[src/rtl/tictactoe_pkg.sv]
// tictactoe_pkg -- shared types, constants and board helpers for the
// tic-tac-toe referee (tictactoe) and its AI move selector (tictactoe_ai).
//
// Contents:
//   cell_t      cell encoding: EMPTY=00, X=01, O=10
//   NONE/XWIN/OWIN/DRAW  game status codes carried on the win output
//   board_t     3x3 packed board, indexed board[row][col]
//   WIN_LINES   the 8 winning lines as flat cell indices (row*3+col)
//   cell_index / cell_at / set_cell   flat-index helpers
//   eval_board  line/draw evaluation shared by the top level and the AI
package tictactoe_pkg;

  typedef enum logic [1:0] {
    EMPTY = 2'b00,
    X     = 2'b01,
    O     = 2'b10
  } cell_t;

  // The status code for a win equals the winner's cell code, which lets
  // eval_board report a winner by returning the cell value directly.
  localparam logic [1:0] NONE = 2'b00;
  localparam logic [1:0] XWIN = 2'b01;
  localparam logic [1:0] OWIN = 2'b10;
  localparam logic [1:0] DRAW = 2'b11;

  // Row-major packing: cell (r,c) sits at flat bits [2*(3r+c) +: 2].
  typedef logic [2:0][2:0][1:0] board_t;

  localparam int NUM_LINES = 8;

  // Each entry is {a, b, c}, three 4-bit flat cell indices. Packed
  // concatenation lists the highest entry first, so line 0 is the last row.
  localparam logic [NUM_LINES-1:0][11:0] WIN_LINES = {
    {4'd2, 4'd4, 4'd6},   // 7: anti-diagonal
    {4'd0, 4'd4, 4'd8},   // 6: diagonal
    {4'd2, 4'd5, 4'd8},   // 5: column 2
    {4'd1, 4'd4, 4'd7},   // 4: column 1
    {4'd0, 4'd3, 4'd6},   // 3: column 0
    {4'd6, 4'd7, 4'd8},   // 2: row 2
    {4'd3, 4'd4, 4'd5},   // 1: row 1
    {4'd0, 4'd1, 4'd2}    // 0: row 0
  };

  function automatic logic [3:0] cell_index(input logic [1:0] row,
                                            input logic [1:0] col);
    return 4'(row) * 4'd3 + 4'(col);
  endfunction

  function automatic logic [1:0] cell_at(input board_t b, input logic [3:0] idx);
    logic [17:0] flat;
    flat = b;
    return flat[{idx, 1'b0} +: 2];
  endfunction

  function automatic board_t set_cell(input board_t b, input logic [3:0] idx,
                                      input logic [1:0] v);
    logic [17:0] flat;
    flat = b;
    flat[{idx, 1'b0} +: 2] = v;
    return flat;
  endfunction

  // Returns XWIN/OWIN if any line is complete, else DRAW if no cell is
  // empty, else NONE. A completed line takes precedence over a full board.
  function automatic logic [1:0] eval_board(input board_t b);
    logic [1:0] status;
    logic [1:0] ca, cb, cc;
    logic       full;
    status = NONE;
    full   = 1'b1;
    for (int i = 0; i < 9; i++) begin
      if (cell_at(b, 4'(i)) == EMPTY) full = 1'b0;
    end
    for (int l = 0; l < NUM_LINES; l++) begin
      ca = cell_at(b, WIN_LINES[l][11:8]);
      cb = cell_at(b, WIN_LINES[l][7:4]);
      cc = cell_at(b, WIN_LINES[l][3:0]);
      if (status == NONE && ca != EMPTY && ca == cb && ca == cc) status = ca;
    end
    if (status == NONE && full) status = DRAW;
    return status;
  endfunction

endpackage

[src/rtl/tictactoe_ai.sv]
// tictactoe_ai -- combinational AI move selector.
//
// Ports:
//   board   in  current board (after the human move being answered)
//   ai_sym  in  symbol the AI plays (X or O)
//   row     out chosen row
//   col     out chosen column
//   valid   out 1 when an empty cell exists (a move was chosen)
//
// Priority: immediate AI win, then block a human win (both scanning flat
// index 0..8 so the lowest row*3+col wins ties), then centre, corners,
// edges in a fixed order.
module tictactoe_ai
  import tictactoe_pkg::*;
(
  input  board_t     board,
  input  logic [1:0] ai_sym,
  output logic [1:0] row,
  output logic [1:0] col,
  output logic       valid
);

  // Fallback order, entry 0 first: centre, corners, edges.
  localparam logic [8:0][3:0] FALLBACK = {
    4'd7, 4'd5, 4'd3, 4'd1, 4'd8, 4'd6, 4'd2, 4'd0, 4'd4
  };

  logic [1:0] human_sym;
  logic       found_win, found_block, found_free;
  logic [3:0] pick_win, pick_block, pick_free, pick;

  always_comb begin
    human_sym   = ai_sym ^ 2'b11;
    found_win   = 1'b0;
    found_block = 1'b0;
    found_free  = 1'b0;
    pick_win    = 4'd0;
    pick_block  = 4'd0;
    pick_free   = 4'd0;

    for (int k = 0; k < 9; k++) begin
      if (cell_at(board, 4'(k)) == EMPTY) begin
        if (!found_win &&
            eval_board(set_cell(board, 4'(k), ai_sym)) == ai_sym) begin
          found_win = 1'b1;
          pick_win  = 4'(k);
        end
        if (!found_block &&
            eval_board(set_cell(board, 4'(k), human_sym)) == human_sym) begin
          found_block = 1'b1;
          pick_block  = 4'(k);
        end
      end
    end

    for (int f = 0; f < 9; f++) begin
      if (!found_free && cell_at(board, FALLBACK[f]) == EMPTY) begin
        found_free = 1'b1;
        pick_free  = FALLBACK[f];
      end
    end

    valid = found_win | found_block | found_free;
    if (found_win)        pick = pick_win;
    else if (found_block) pick = pick_block;
    else                  pick = pick_free;
    row = 2'(pick / 4'd3);
    col = 2'(pick % 4'd3);
  end

endmodule

[src/rtl/tictactoe.sv]
// tictactoe -- tic-tac-toe referee with optional AI opponent.
//
// Ports:
//   clk      in  clock, rising edge
//   reset    in  synchronous, active-low
//   xoroin   in  move request: 00 none, 01 X, 10 O, 11 illegal
//   rowin    in  target row (0..2, 3 illegal)
//   colin    in  target column (0..2, 3 illegal)
//   ai_en    in  answer each accepted human move with an AI move
//   err      out registered one-cycle pulse on a rejected request
//   xoroout  out registered symbol of the last committed move
//   rowout   out registered row of the last committed move
//   colout   out registered column of the last committed move
//   win      out registered status: 00 play, 01 X won, 10 O won, 11 draw
//
// Configuration: define TTT_AI_EN to build in the AI selector; without it
// ai_en is ignored and the block is a two-human referee.
//
// Request semantics: a nonzero xoroin is a one-cycle request sampled on the
// rising edge. There is no back-pressure; the outcome is visible on the
// registered outputs one cycle later (err=1 for reject, move shown for
// accept). xoroin=00 is idle: err returns to 0 and other outputs hold.
module tictactoe
  import tictactoe_pkg::*;
(
  input  logic       clk,
  input  logic       reset,
  input  logic [1:0] xoroin,
  input  logic [1:0] rowin,
  input  logic [1:0] colin,
  input  logic       ai_en,
  output logic       err,
  output logic [1:0] xoroout,
  output logic [1:0] rowout,
  output logic [1:0] colout,
  output logic [1:0] win
);

  board_t     board_q, board_d;
  logic [1:0] turn_q, turn_d;
  logic       err_d;
  logic [1:0] xoroout_d, rowout_d, colout_d, win_d;

  logic       req, in_range, legal;
  logic [3:0] target;
  board_t     board_h;
  logic [1:0] status_h;

  assign req      = (xoroin != 2'b00);
  assign in_range = (rowin <= 2'd2) && (colin <= 2'd2);
  // Out-of-range coordinates are rejected; steer the index to cell 0 so
  // the board lookup stays in bounds.
  assign target   = in_range ? cell_index(rowin, colin) : 4'd0;
  // turn_q is only ever X or O, so a match also excludes xoroin = 11.
  assign legal    = req && (xoroin == turn_q) && in_range &&
                    (cell_at(board_q, target) == EMPTY) && (win == NONE);
  assign board_h  = set_cell(board_q, target, xoroin);
  assign status_h = eval_board(board_h);

`ifdef TTT_AI_EN
  logic [1:0] ai_sym, ai_row, ai_col, status_ai;
  logic       ai_valid;
  board_t     board_ai;

  // Only consulted when the request is legal, i.e. xoroin == turn_q.
  assign ai_sym = turn_q ^ 2'b11;

  tictactoe_ai u_ai (
    .board  (board_h),
    .ai_sym (ai_sym),
    .row    (ai_row),
    .col    (ai_col),
    .valid  (ai_valid)
  );

  assign board_ai  = set_cell(board_h, cell_index(ai_row, ai_col), ai_sym);
  assign status_ai = eval_board(board_ai);
`else
  logic unused_ai_en;
  assign unused_ai_en = ai_en;
`endif

  always_comb begin
    board_d   = board_q;
    turn_d    = turn_q;
    err_d     = 1'b0;
    xoroout_d = xoroout;
    rowout_d  = rowout;
    colout_d  = colout;
    win_d     = win;

    if (req && !legal) begin
      err_d = 1'b1;
    end else if (legal) begin
      board_d   = board_h;
      turn_d    = turn_q ^ 2'b11;
      xoroout_d = xoroin;
      rowout_d  = rowin;
      colout_d  = colin;
      win_d     = status_h;
`ifdef TTT_AI_EN
      // The AI replies in the same edge, so the turn comes back to the human.
      if (ai_en && (status_h == NONE) && ai_valid) begin
        board_d   = board_ai;
        turn_d    = turn_q;
        xoroout_d = ai_sym;
        rowout_d  = ai_row;
        colout_d  = ai_col;
        win_d     = status_ai;
      end
`endif
    end
  end

  always_ff @(posedge clk) begin
    if (!reset) begin
      board_q <= '0;
      turn_q  <= X;
      err     <= 1'b0;
      xoroout <= 2'b00;
      rowout  <= 2'b00;
      colout  <= 2'b00;
      win     <= NONE;
    end else begin
      board_q <= board_d;
      turn_q  <= turn_d;
      err     <= err_d;
      xoroout <= xoroout_d;
      rowout  <= rowout_d;
      colout  <= colout_d;
      win     <= win_d;
    end
  end

endmodule

[config.mk]
export PLATFORM = sky130hd
export DESIGN_NAME = tictactoe
export DESIGN_NICKNAME = d
export VERILOG_FILES = /design/src/rtl/tictactoe_pkg.sv /design/src/rtl/tictactoe_ai.sv /design/src/rtl/tictactoe.sv
export SDC_FILE = /design/constraint.sdc
export NUM_CORES = 1
export LEC_CHECK = 0
export CORE_UTILIZATION = 43
export CTS_CLUSTER_DIAMETER = 30
export DETAILED_ROUTE_END_ITERATION = 8
export HOLD_SLACK_MARGIN = 0.15
export SLEW_MARGIN = 20
export SYNTH_ARGS = -nofsm -noshare
export SYNTH_HDL_FRONTEND = slang
export SYNTH_SLANG_ARGS = --single-unit
[constraint.sdc]
create_clock -name clk -period 6.4 [get_ports clk]
set_input_delay 1.28 -clock clk [delete_from_list [all_inputs] [get_ports clk]]
set_output_delay 1.28 -clock clk [all_outputs]
set_load 0.005 [all_outputs]
==> flow_summary.json <==
{
  "outcome": "finished, final reports clean",
  "hold_violations": 0,
  "root_buffer": "clkbuf_8",
  "via_per_inst": 5.82,
  "grt_pass1_wl_mm": 10.8,
  "final_util_pct": 52.9,
  "yosys.area.top_type": "dfxtp_1",
  "antenna_found_initial": 0,
  "cts_hold_buffers": 0,
  "crit_type": "in -> reg",
  "yosysMostFrequentCell": "nor2_1",
  "irDropWorstVdd_mv": 0.110,
  "place_hpwl_mm": 4.64,
  "tightestPinTransition_ns": 0.787,
  "tritoncts": "yes",
  "finalSetupViolations": 0,
  "final_nets": 325,
  "period_minus_slack_ns": 5.86,
  "synth_commonest_cells": "42 x nor2_1, 29 x dfxtp_1, 23 x mux2i_1",
  "clk_pin_slew_ns": 0.06,
  "core-area_mm2": 0.00520,
  "setup-tns-final_ns": 0,
  "ant_nets": 0,
  "syn-num-nets": 307,
  "cts_max_level": 2,
  "post_cts_buffers": 0,
  "drc": 0,
  "dieWidth_um": 76.2,
  "synth-async-reset-ratio_pct": 0,
  "crit_path_end_kind": "flop",
  "io_buffers": 16,
  "synth_fa_ha_area_share_pct": 5.39,
  "netlist_top_cells_area": "dfxtp_1 24%, mux2i_1 9.7%, nor2_1 6.7%",
  "synth.distinct_cells": 64,
  "yosysSeqAreaShare_pct": 24.5,
  "synth-simple-area-share_pct": 27.7,
  "place_ws_ns": 0.336,
  "grt_pass1_vias": 2144,
  "cap_viol_max_count": 0,
  "p_leak_nw": 1.03,
  "path_max_fanout": 13,
  "cts-resized-gates": 0,
  "holdPathStages": 2,
  "synth_area_per_cell_um2": 8.20,
  "vias": 2199,
  "synthesis.area_mm2": 0.00237,
  "synth-seq-cells": 29,
  "netlist.area_leader.share_pct": 24.5,
  "syn_to_final_growth_pct": 16.1,
  "synth_flop_cell": "dfxtp_1",
  "first_pass_iters": 4,
  "grt_start_max_net_pins": 48,
  "worstPathRequired_ns": 6.61,
  "die-area_mm2": 0.00581,
  "clk_latency_ns": 0.28,
  "rsz0062_at_grt": "no",
  "place_congestion": 0.805,
  "hold_path_class": "reg -> reg",
  "layout-drive-gt1-share_pct": 12.7,
  "maxSlewHeadroom_pct": 47.2,
  "rr_worst_depth": 8,
  "synth_top_family_by_area": "simple AND/OR/NAND/NOR gates",
  "ioPinCount": 18,
  "cp-start-kind": "primary input",
  "rows": 26,
  "diodes": 0,
  "synth_xor_area_share_pct": 1.11,
  "cts_buffer_depth": 2,
  "critPathArrivalTime_ns": 6.07,
  "maxSlewViolCount": 0,
  "drt_iter0_drc": 123,
  "clock.fmax_ghz": 0.171,
  "yosys_warnings": 0,
  "cts_buffers": 5,
  "setup_slack_ns": 0.542,
  "synth-compound-area-share_pct": 24.1,
  "period_share_pct": 91.5,
  "grt_util_all_layers_pct": 23.5,
  "cts.sinks": 29,
  "dieHeight_um": 76.2,
  "synthMuxAreaShare_pct": 12.8,
  "initial_utilization_pct": 45.5,
  "power.density_mw_per_mm2": 218,
  "post_drt_wl_per_cell_um": 16.2,
  "synth_cells": 289,
  "drt_wl_total_mm": 6.13,
  "synth-edff-count": 0,
  "overflow": 0,
  "fin_skew_ns": 0.00374
}
[where the power goes]
group	internal [mW]	switching [mW]	total [mW]
sequential	0.196	0.0126	0.209
clock	0.0970	0.0692	0.166
combinational	0.0957	0.129	0.225
[logic make-up after synthesis]
kind of cell | Yosys count
and+or+nand+nor | 121
AOI/OAI and AO/OA | 75
DFF | 29
muxes | 28
buffers and inverters | 24
adders and majority gates | 9
xor gates and xnor gates | 3
[per-stage QoR]
step | hold WS (ns) | instance area (µm²) | std cells | power, mW
global placement | 0.473 | 2650 | 370 | 0.433
floorplan | 0.484 | 2370 | 289 | 0.371
finish | 0.493 | 2750 | 378 | 0.600
CTS | 0.501 | 2750 | 378 | 0.604
global route | 0.540 | 2750 | 378 | 0.643
detailed placement | 0.485 | 2650 | 370 | 0.435
[sequential cells by signal, summed over array words and instances, names as in the netlist]
register	cells
board_q	18
colout	2
win	2
xoroout	2
turn_q	2
rowout	2
err	1
[layer usage]
layer / vias up / GRT usage (%) / routed length [µm]
met5: - / 0 / 0
met4: 0 / 9.04 / 123
met2: 26 / 36.5 / 2700
li1: 1121 / - / -
met3: 11 / 3.23 / 150
met1: 1041 / 32.6 / 3160
[layout make-up]
| type | instances | area (µm²) |
|---|---|---|
| well taps | 70 | 87.6 |
| clock inverters | 1 | 5.00 |
| flip-flops and latches | 29 | 581 |
| repair buffers | 26 | 248 |
| fillers | 524 | 2450 |
| clock buffers | 7 | 96.3 |
| inverters | 9 | 33.8 |
| multi-input cells | 236 | 1700 |
[layout by cell type, fill, tap and decap left out, types with 3 or more instances in the layout]
cell and instances:
and2_1 3, a21o_1 4, or3_1 8, clkdlybuf4s50_1 16, a21oi_1 11, nor3_1 13, clkbuf_8 7, inv_1 8
nor2_1 42, mux2i_1 23, nor3b_1 3, dfxtp_1 29, ha_1 7, buf_4 9, nand3_1 11, and3_1 9
o21ai_0 13, a32oi_1 3, a211oi_1 18, nand2_1 12, xnor2_1 3, o21bai_1 4
[critical path, cell delays in order]
cell,delay (ns)
clkdlybuf4s50_1,0.55
inv_1,0.09
fa_1,0.48
inv_1,0.07
ha_1,0.14
inv_1,0.04
fa_1,0.72
nor4b_2,0.36
a21o_1,0.26
nand3_1,0.12
a32oi_1,0.61
nor3_1,0.13
a21boi_1,0.19
o41ai_2,0.39
nor3_1,0.10
or3_1,0.37
a31oi_1,0.16
[path summary, 6_finish.rpt]
path,from,end,slack (ns)
worst max-delay path,rowin[0],win[1]$_SDFFE_PN0P_,0.54
worst min-delay path,xoroout[0]$_SDFFE_PN0P_,xoroout[0]$_SDFFE_PN0P_,0.49
worst max register to register,board_q[1]$_SDFFE_PN0P_,win[1]$_SDFFE_PN0P_,4.07
worst min register to register,xoroout[0]$_SDFFE_PN0P_,xoroout[0]$_SDFFE_PN0P_,0.49
(Power assumes the default switching activity.)
